`config.mk`:
```
export PLATFORM = sky130hd
export DESIGN_NAME = input_debounce
export DESIGN_NICKNAME = d
export VERILOG_FILES = /design/src/rtl/input_debounce.sv
export SDC_FILE = /design/constraint.sdc
export NUM_CORES = 1
export LEC_CHECK = 0
export ABC_CLOCK_PERIOD_IN_PS = 2700
export CAP_MARGIN = 20
export CORE_AREA = 2 2 39 41
export CTS_CLUSTER_DIAMETER = 100
export CTS_CLUSTER_SIZE = 20
export DETAILED_ROUTE_END_ITERATION = 8
export DIE_AREA = 0 0 41 43
export SYNTH_ARGS = -nofsm -noshare
export SYNTH_HDL_FRONTEND = slang
export SYNTH_SLANG_ARGS = --single-unit
export TNS_END_PERCENT = 30
```
`constraint.sdc`:
```
create_clock -name clk -period 2.7 [get_ports clk]
set_input_delay 0.54 -clock clk [delete_from_list [all_inputs] [get_ports clk]]
set_output_delay 0.54 -clock clk [all_outputs]
set_load 0.03 [all_outputs]
```
`src/rtl/input_debounce.sv`:
```
// Switch/pin debouncer: synchronizer chain feeding a four-state qualifier
// that accepts a new level only after STABLE_CYCLES agreeing samples.
module input_debounce #(
  parameter int SYNC_STAGES   = 2,
  parameter int STABLE_CYCLES = 4
) (
  input  logic clk,
  input  logic reset,
  input  logic in,
  output logic out,
  output logic rise,
  output logic fall,
  output logic busy
);

  localparam int CW = $clog2(STABLE_CYCLES + 1);
  localparam logic [CW-1:0] CNT_LAST = CW'(STABLE_CYCLES - 1);

  typedef enum logic [1:0] {
    STABLE_LOW  = 2'b00,
    PEND_HIGH   = 2'b01,
    STABLE_HIGH = 2'b10,
    PEND_LOW    = 2'b11
  } state_t;

  logic [SYNC_STAGES-1:0] sync_reg;
  logic                   sync;

  state_t          state_reg, state_next;
  logic [CW-1:0]   cnt_reg, cnt_next;
  logic            out_reg, out_next;
  logic            rise_reg, rise_next;
  logic            fall_reg, fall_next;
  logic            busy_reg, busy_next;

  always_ff @(posedge clk) begin
    if (reset) begin
      sync_reg <= '0;
    end else begin
      sync_reg <= {sync_reg[SYNC_STAGES-2:0], in};
    end
  end

  assign sync = sync_reg[SYNC_STAGES-1];

  always_ff @(posedge clk) begin
    if (reset) begin
      state_reg <= STABLE_LOW;
      cnt_reg   <= '0;
      out_reg   <= 1'b0;
      rise_reg  <= 1'b0;
      fall_reg  <= 1'b0;
      busy_reg  <= 1'b0;
    end else begin
      state_reg <= state_next;
      cnt_reg   <= cnt_next;
      out_reg   <= out_next;
      rise_reg  <= rise_next;
      fall_reg  <= fall_next;
      busy_reg  <= busy_next;
    end
  end

  // cnt holds the number of agreeing samples seen so far; it tops out at CNT_LAST
  always_comb begin
    state_next = state_reg;
    cnt_next   = cnt_reg;
    rise_next  = 1'b0;
    fall_next  = 1'b0;
    case (state_reg)
      STABLE_LOW: begin
        if (sync) begin
          state_next = PEND_HIGH;
          cnt_next   = CW'(1);
        end else begin
          cnt_next = '0;
        end
      end
      PEND_HIGH: begin
        if (!sync) begin
          state_next = STABLE_LOW;
          cnt_next   = '0;
        end else if (cnt_reg == CNT_LAST) begin
          state_next = STABLE_HIGH;
          cnt_next   = '0;
          rise_next  = 1'b1;
        end else begin
          cnt_next = cnt_reg + CW'(1);
        end
      end
      STABLE_HIGH: begin
        if (!sync) begin
          state_next = PEND_LOW;
          cnt_next   = CW'(1);
        end else begin
          cnt_next = '0;
        end
      end
      PEND_LOW: begin
        if (sync) begin
          state_next = STABLE_HIGH;
          cnt_next   = '0;
        end else if (cnt_reg == CNT_LAST) begin
          state_next = STABLE_LOW;
          cnt_next   = '0;
          fall_next  = 1'b1;
        end else begin
          cnt_next = cnt_reg + CW'(1);
        end
      end
      default: begin
        state_next = STABLE_LOW;
        cnt_next   = '0;
      end
    endcase
    // Level and busy are pure functions of the state, registered alongside it
    out_next  = (state_next == STABLE_HIGH) || (state_next == PEND_LOW);
    busy_next = (state_next == PEND_HIGH)   || (state_next == PEND_LOW);
  end

  assign out  = out_reg;
  assign rise = rise_reg;
  assign fall = fall_reg;
  assign busy = busy_reg;

endmodule

```
==> flow_summary.yaml, run 1 <==
sta:
  fin_crit_ns: 1.90
  hold_violations: 0
  slew_viol_final: 0
  report.final.setup_viol: 0
  fin_setup_tns_ns: 0
  fmax_ghz: 0.525
  maxSlewHeadroom: 0.691
  period_share: 0.705
  hold_ws_ns: 0.443
  skew_ns: 0.00681
  worst_slack_ns: 0.796
  tightest_slew_ns: 0.460
  rsz0062_at_grt: "false"
clocking:
  clock_path_buffers: 2
  clk_pin_slew_ns: 0.06
  cts_root_buffer: "clkbuf_4"
  htree_levels: 1
  cts_tree: "built"
  cts_buffers: 3
  holdBufCountCts: 0
  cts_setup_buffers: 0
  postCtsResizedCells: 0
  clock_latency_ns: 0.27
  cts_sinks: 10
synth:
  seq_area_frac_synth: 0.573
  synth_common_cells: "10 x dfxtp_1, 3 x nor2b_1"
  synth_top_cell_area_share: 0.573
  ys.flop_type: "dfxtp_1"
  syn-instance-count: 28
  synth_area_leaders: "dfxtp_1 57%, nor2b_1 5.4%, nor4b_1 5.0%"
  synthesis.area_um2: 349
  synthArstFlopShare: 0
  synth.net_count: 32
  yosysTopAreaCell: "dfxtp_1"
  synth_cell_types: 13
  synth_edf_count: 0
  synth_most_common_cell: "dfxtp_1"
  synth_warnings: 0
  synth_area_per_cell_um2: 12.5
  synth-seq-cells: 10
placement:
  post-place-ws_ns: 1.00
  dpl_cell_area_um2: 429
  gp_congestion: 0.616
  dp.cells: 50
  hpwl_um: 411
  numPortBuffers: 6
routing:
  drt_wl_total_um: 590
  drt_first_iter_violations: 2
  antenna_left: 0
  first_pass_iters: 2
  drc: 0
  wl_per_cell_um: 10.9
  vias_per_cell: 4.48
  vias: 242
finish:
  syn2layout_area_growth_pct: 33.3
  layout-drive-gt1-share: 0.132
  finalCoreUtilization: 0.336
  stdcell_count: 54
  n_fill_cell: 129
  largest_reg_flops: 3
  multi_input_area_um2: 149
  seq_area_um2: 200
  final_nets: 43
  antenna_cells: 0
  design_area_um2: 465
global_routing:
  met2_usage: 0.113
  grt_pass1_wl_mm: 1.09
  top_usage_layer: "met4"
  grt_overflow: 0
  grt_antenna_before_repair: 0
  grt_max_degree: 10
  grt_use_met3: 0.0314
  grt_pass1_vias: 258
  grt_usage: 0.101
  use_met1: 0.122
power:
  p_leak_nw: 0.164
  finalPower_uw: 299
  power-per-cell-area_nw_per_um2: 643
  peakVddDrop_mv: 0.238
die:
  rows: 14
  die_area_um2: 1760
  initial_utilization: 0.252
  ioPinCount: 7
  die_y_um: 43
  die_w_um: 41
  core_area_um2: 1380
setup_path:
  crit_required_ns: 2.16
  critPathArrivalTime_ns: 1.36
  end_kind: "primary output"
  slowest_stage: "clkdlybuf4s50_1"
  worstSetupPathType: "reg -> out"
  startpoint_type: "flip-flop"
  timing.critical_path.slowest_cell_delay_ns: 0.70
  crit_chain: "clkdlybuf4s50_1"
  crit_buf_inv: 1
  critPathMaxFanout: 5
  cpLargestDelayFamily: "buffers and inverters"
run_status:
  status: "completed"
min_path:
  min-delay-path-class: "reg -> reg"
run:
  maxCapViolations: 0
==> path summary, 6_finish.rpt <==
check	endpoint	startpoint	cells past startpoint	slack, ns
hold reg to reg	sync_reg[1]	sync_reg[0]	1	0.44
setup reg to reg	cnt_reg[0]	cnt_reg[0]	3	1.52
hold / removal	sync_reg[1]	sync_reg[0]	1	0.44
setup / recovery	out	state_reg[1]	1	0.80
==> layout by cell type, fill, tap and decap left out, drive strengths merged <==
cell	Yosys	layout
nand4bb	1	1
or2b	2	2
clkbuf	0	4
xnor2	1	1
ha	1	1
nor2b	3	3
dfxtp	10	10
a2111oi	1	1
and3b	1	1
nor4b	2	2
nand2b	1	1
clkdlybuf4s50	0	6
nor3	2	2
mux2i	1	1
nor3b	2	2
==> layout make-up <==
type / count / area share
Clock buffer: 4 / 0.0780
Multi-Input combinational cell: 18 / 0.320
Sequential cell: 10 / 0.430
Tap cell: 16 / 0.0430
Timing Repair Buffer: 6 / 0.129
==> per-layer routing <==
layer	vias up	wire, µm
met4	0	42
met2	10	254
li1	119	-
met1	108	250
met5	-	0
met3	5	43
==> logic make-up after synthesis <==
family	synth area share
and+or+nand+nor	0.294
DFF	0.573
AOI/OAI and AO/OA	0.0430
xor gates and xnor gates	0.0251
muxes	0.0287
adders and majority gates	0.0358
==> report_power, final <==
group / total, mW / internal (mW) / switching [mW]
Combinational: 0.0104 / 0.00585 / 0.00459
Sequential: 0.152 / 0.150 / 0.00158
Clock: 0.137 / 0.0821 / 0.0552
Power figures use the tool's default switching activity.
==> run 2: changes to the inputs <==
--- a/config.mk
+++ b/config.mk
@@ -5,7 +5,7 @@
 export SDC_FILE = /design/constraint.sdc
 export NUM_CORES = 1
 export LEC_CHECK = 0
-export ABC_CLOCK_PERIOD_IN_PS = 2700
+export ABC_CLOCK_PERIOD_IN_PS = 1500
 export CAP_MARGIN = 20
 export CORE_AREA = 2 2 39 41
 export CTS_CLUSTER_DIAMETER = 100
==> constraint.sdc (replaced) <==
create_clock -name clk -period 1.5 [get_ports clk]
set_input_delay 0.3 -clock clk [delete_from_list [all_inputs] [get_ports clk]]
set_output_delay 0.3 -clock clk [all_outputs]
set_load 0.03 [all_outputs]
==> run 2 against run 1 <==
  * Clock power up 78%
  * Combinational power rose by 76%
  * Core utilization decreased by 0.36 points
  * Via count is 3.7% higher
  * Sequential power up 80%
  * Setup slack worse by 0.69 ns
  * Clock skew is 0.0050 ns lower
  * Total power grew 79%
  * Routed wire length up 8.6%
  * Critical path type unchanged
  * Critical endpoint unchanged
  * Largest cell class unchanged
  * Highest routed layer unchanged
==> flow_summary.yaml, run 2 (synthesis results as in run 1) <==
placement:
  hpwl_um: 482
  gp_congestion: 0.620
  numPortBuffers: 6
  dp.cells: 50
  post-place-ws_ns: 0.0314
die:
  initial_utilization: 0.252
  ioPinCount: 7
  die_area_um2: 1760
  die_w_um: 41
  core_area_um2: 1380
  rows: 14
  die_y_um: 43
clocking:
  postCtsResizedCells: 4
  htree_levels: 1
  cts_buffers: 3
  cts_root_buffer: "clkbuf_4"
  clk_pin_slew_ns: 0.07
  cts_tree: "built"
  clock_path_buffers: 2
  clock_latency_ns: 0.27
  holdBufCountCts: 0
  cts_setup_buffers: 0
  cts_sinks: 10
routing:
  first_pass_iters: 1
  vias_per_cell: 4.65
  drt_first_iter_violations: 0
  antenna_left: 0
  vias: 251
  drc: 0
  drt_wl_total_um: 641
  wl_per_cell_um: 11.9
global_routing:
  grt_max_degree: 10
  grt_overflow: 0
  grt_pass1_wl_mm: 1.09
  grt_pass1_vias: 266
  grt_antenna_before_repair: 0
  grt_usage: 0.0990
sta:
  fmax_ghz: 0.718
  fin_crit_ns: 1.39
  report.final.setup_viol: 0
  period_share: 0.928
  hold_violations: 0
  fin_setup_tns_ns: 0
  tightest_slew_ns: 0.466
  maxSlewHeadroom: 0.687
  slew_viol_final: 0
  rsz0062_at_grt: "false"
  skew_ns: 0.00179
  worst_slack_ns: 0.108
min_path:
  min-delay-path-class: "reg -> reg"
setup_path:
  critPathMaxFanout: 5
  cpLargestDelayFamily: "buffers and inverters"
  timing.critical_path.slowest_cell_delay_ns: 0.42
  worstSetupPathType: "reg -> out"
  crit_required_ns: 1.20
  slowest_stage: "dlygate4sd2_1"
  critPathArrivalTime_ns: 1.09
  end_kind: "primary output"
  crit_buf_inv: 1
  crit_chain: "dlygate4sd2_1"
  startpoint_type: "flip-flop"
run_status:
  status: "completed"
power:
  finalPower_uw: 535
  p_leak_nw: 0.183
  power-per-cell-area_nw_per_um2: 1160
  peakVddDrop_mv: 0.520
finish:
  layout_commonest_cell: "dfxtp_1"
  antenna_cells: 0
  syn2layout_area_growth_pct: 31.9
  final_cell_mix: "10 x dfxtp_1, 4 x dlygate4sd2_1, 3 x nor2b_1, 3 x clkbuf_4"
  layout-drive-gt1-share: 0.132
  final_nets: 43
  stdcell_count: 54
  largest_reg_flops: 3
run:
  maxCapViolations: 0
## run 2: cell types whose count changed in the layout (fill, tap and decap cells not counted), sizes merged
cell | previous run | this run
dlygate4sd2 | 0 | 4
clkdlybuf4s50 | 6 | 2
## run 2: final cells by class
cell class | instances | area (µm²)
Clock buffer | 4 | 36.3
Tap cell | 16 | 20.0
Multi-Input combinational cell | 18 | 149
Sequential cell | 10 | 200
Timing Repair Buffer | 6 | 55.1
Fill cell | 137 | 923
## run 2: path summary, 6_finish.rpt
check | cells after the start | startpoint | slack, ns | endpoint
max | 1 | state_reg[1] | 0.11 | out
max reg2reg | 3 | cnt_reg[0] | 0.30 | cnt_reg[0]
min reg2reg | 1 | sync_reg[0] | 0.44 | sync_reg[1]
min | 1 | sync_reg[0] | 0.44 | sync_reg[1]
## run 2: report_power, final
| group | switching (mW) | internal (mW) | leakage, nW |
|---|---|---|---|
| Combinational | 0.00828 | 0.0100 | 0.0806 |
| Sequential | 0.00312 | 0.270 | 0.0812 |
| Clock | 0.0962 | 0.147 | 0.0210 |
## run 2: routing by layer
metal	routed length, µm	global-route usage	vias up
met5	0	0	-
met4	20	0.0800	0
met3	39	0.0471	2
met2	317	0.138	9
met1	263	0.108	119
li1	-	-	121
## run 2: per-stage QoR
step,utilization,cell area [µm²],hold slack (ns)
final,0.333,460,0.442
after global routing,0.333,460,0.463
after CTS,0.333,460,0.451
after detailed placement,0.310,429,0.433
after global placement,0.310,429,0.431
after floorplan,-,349,0.372
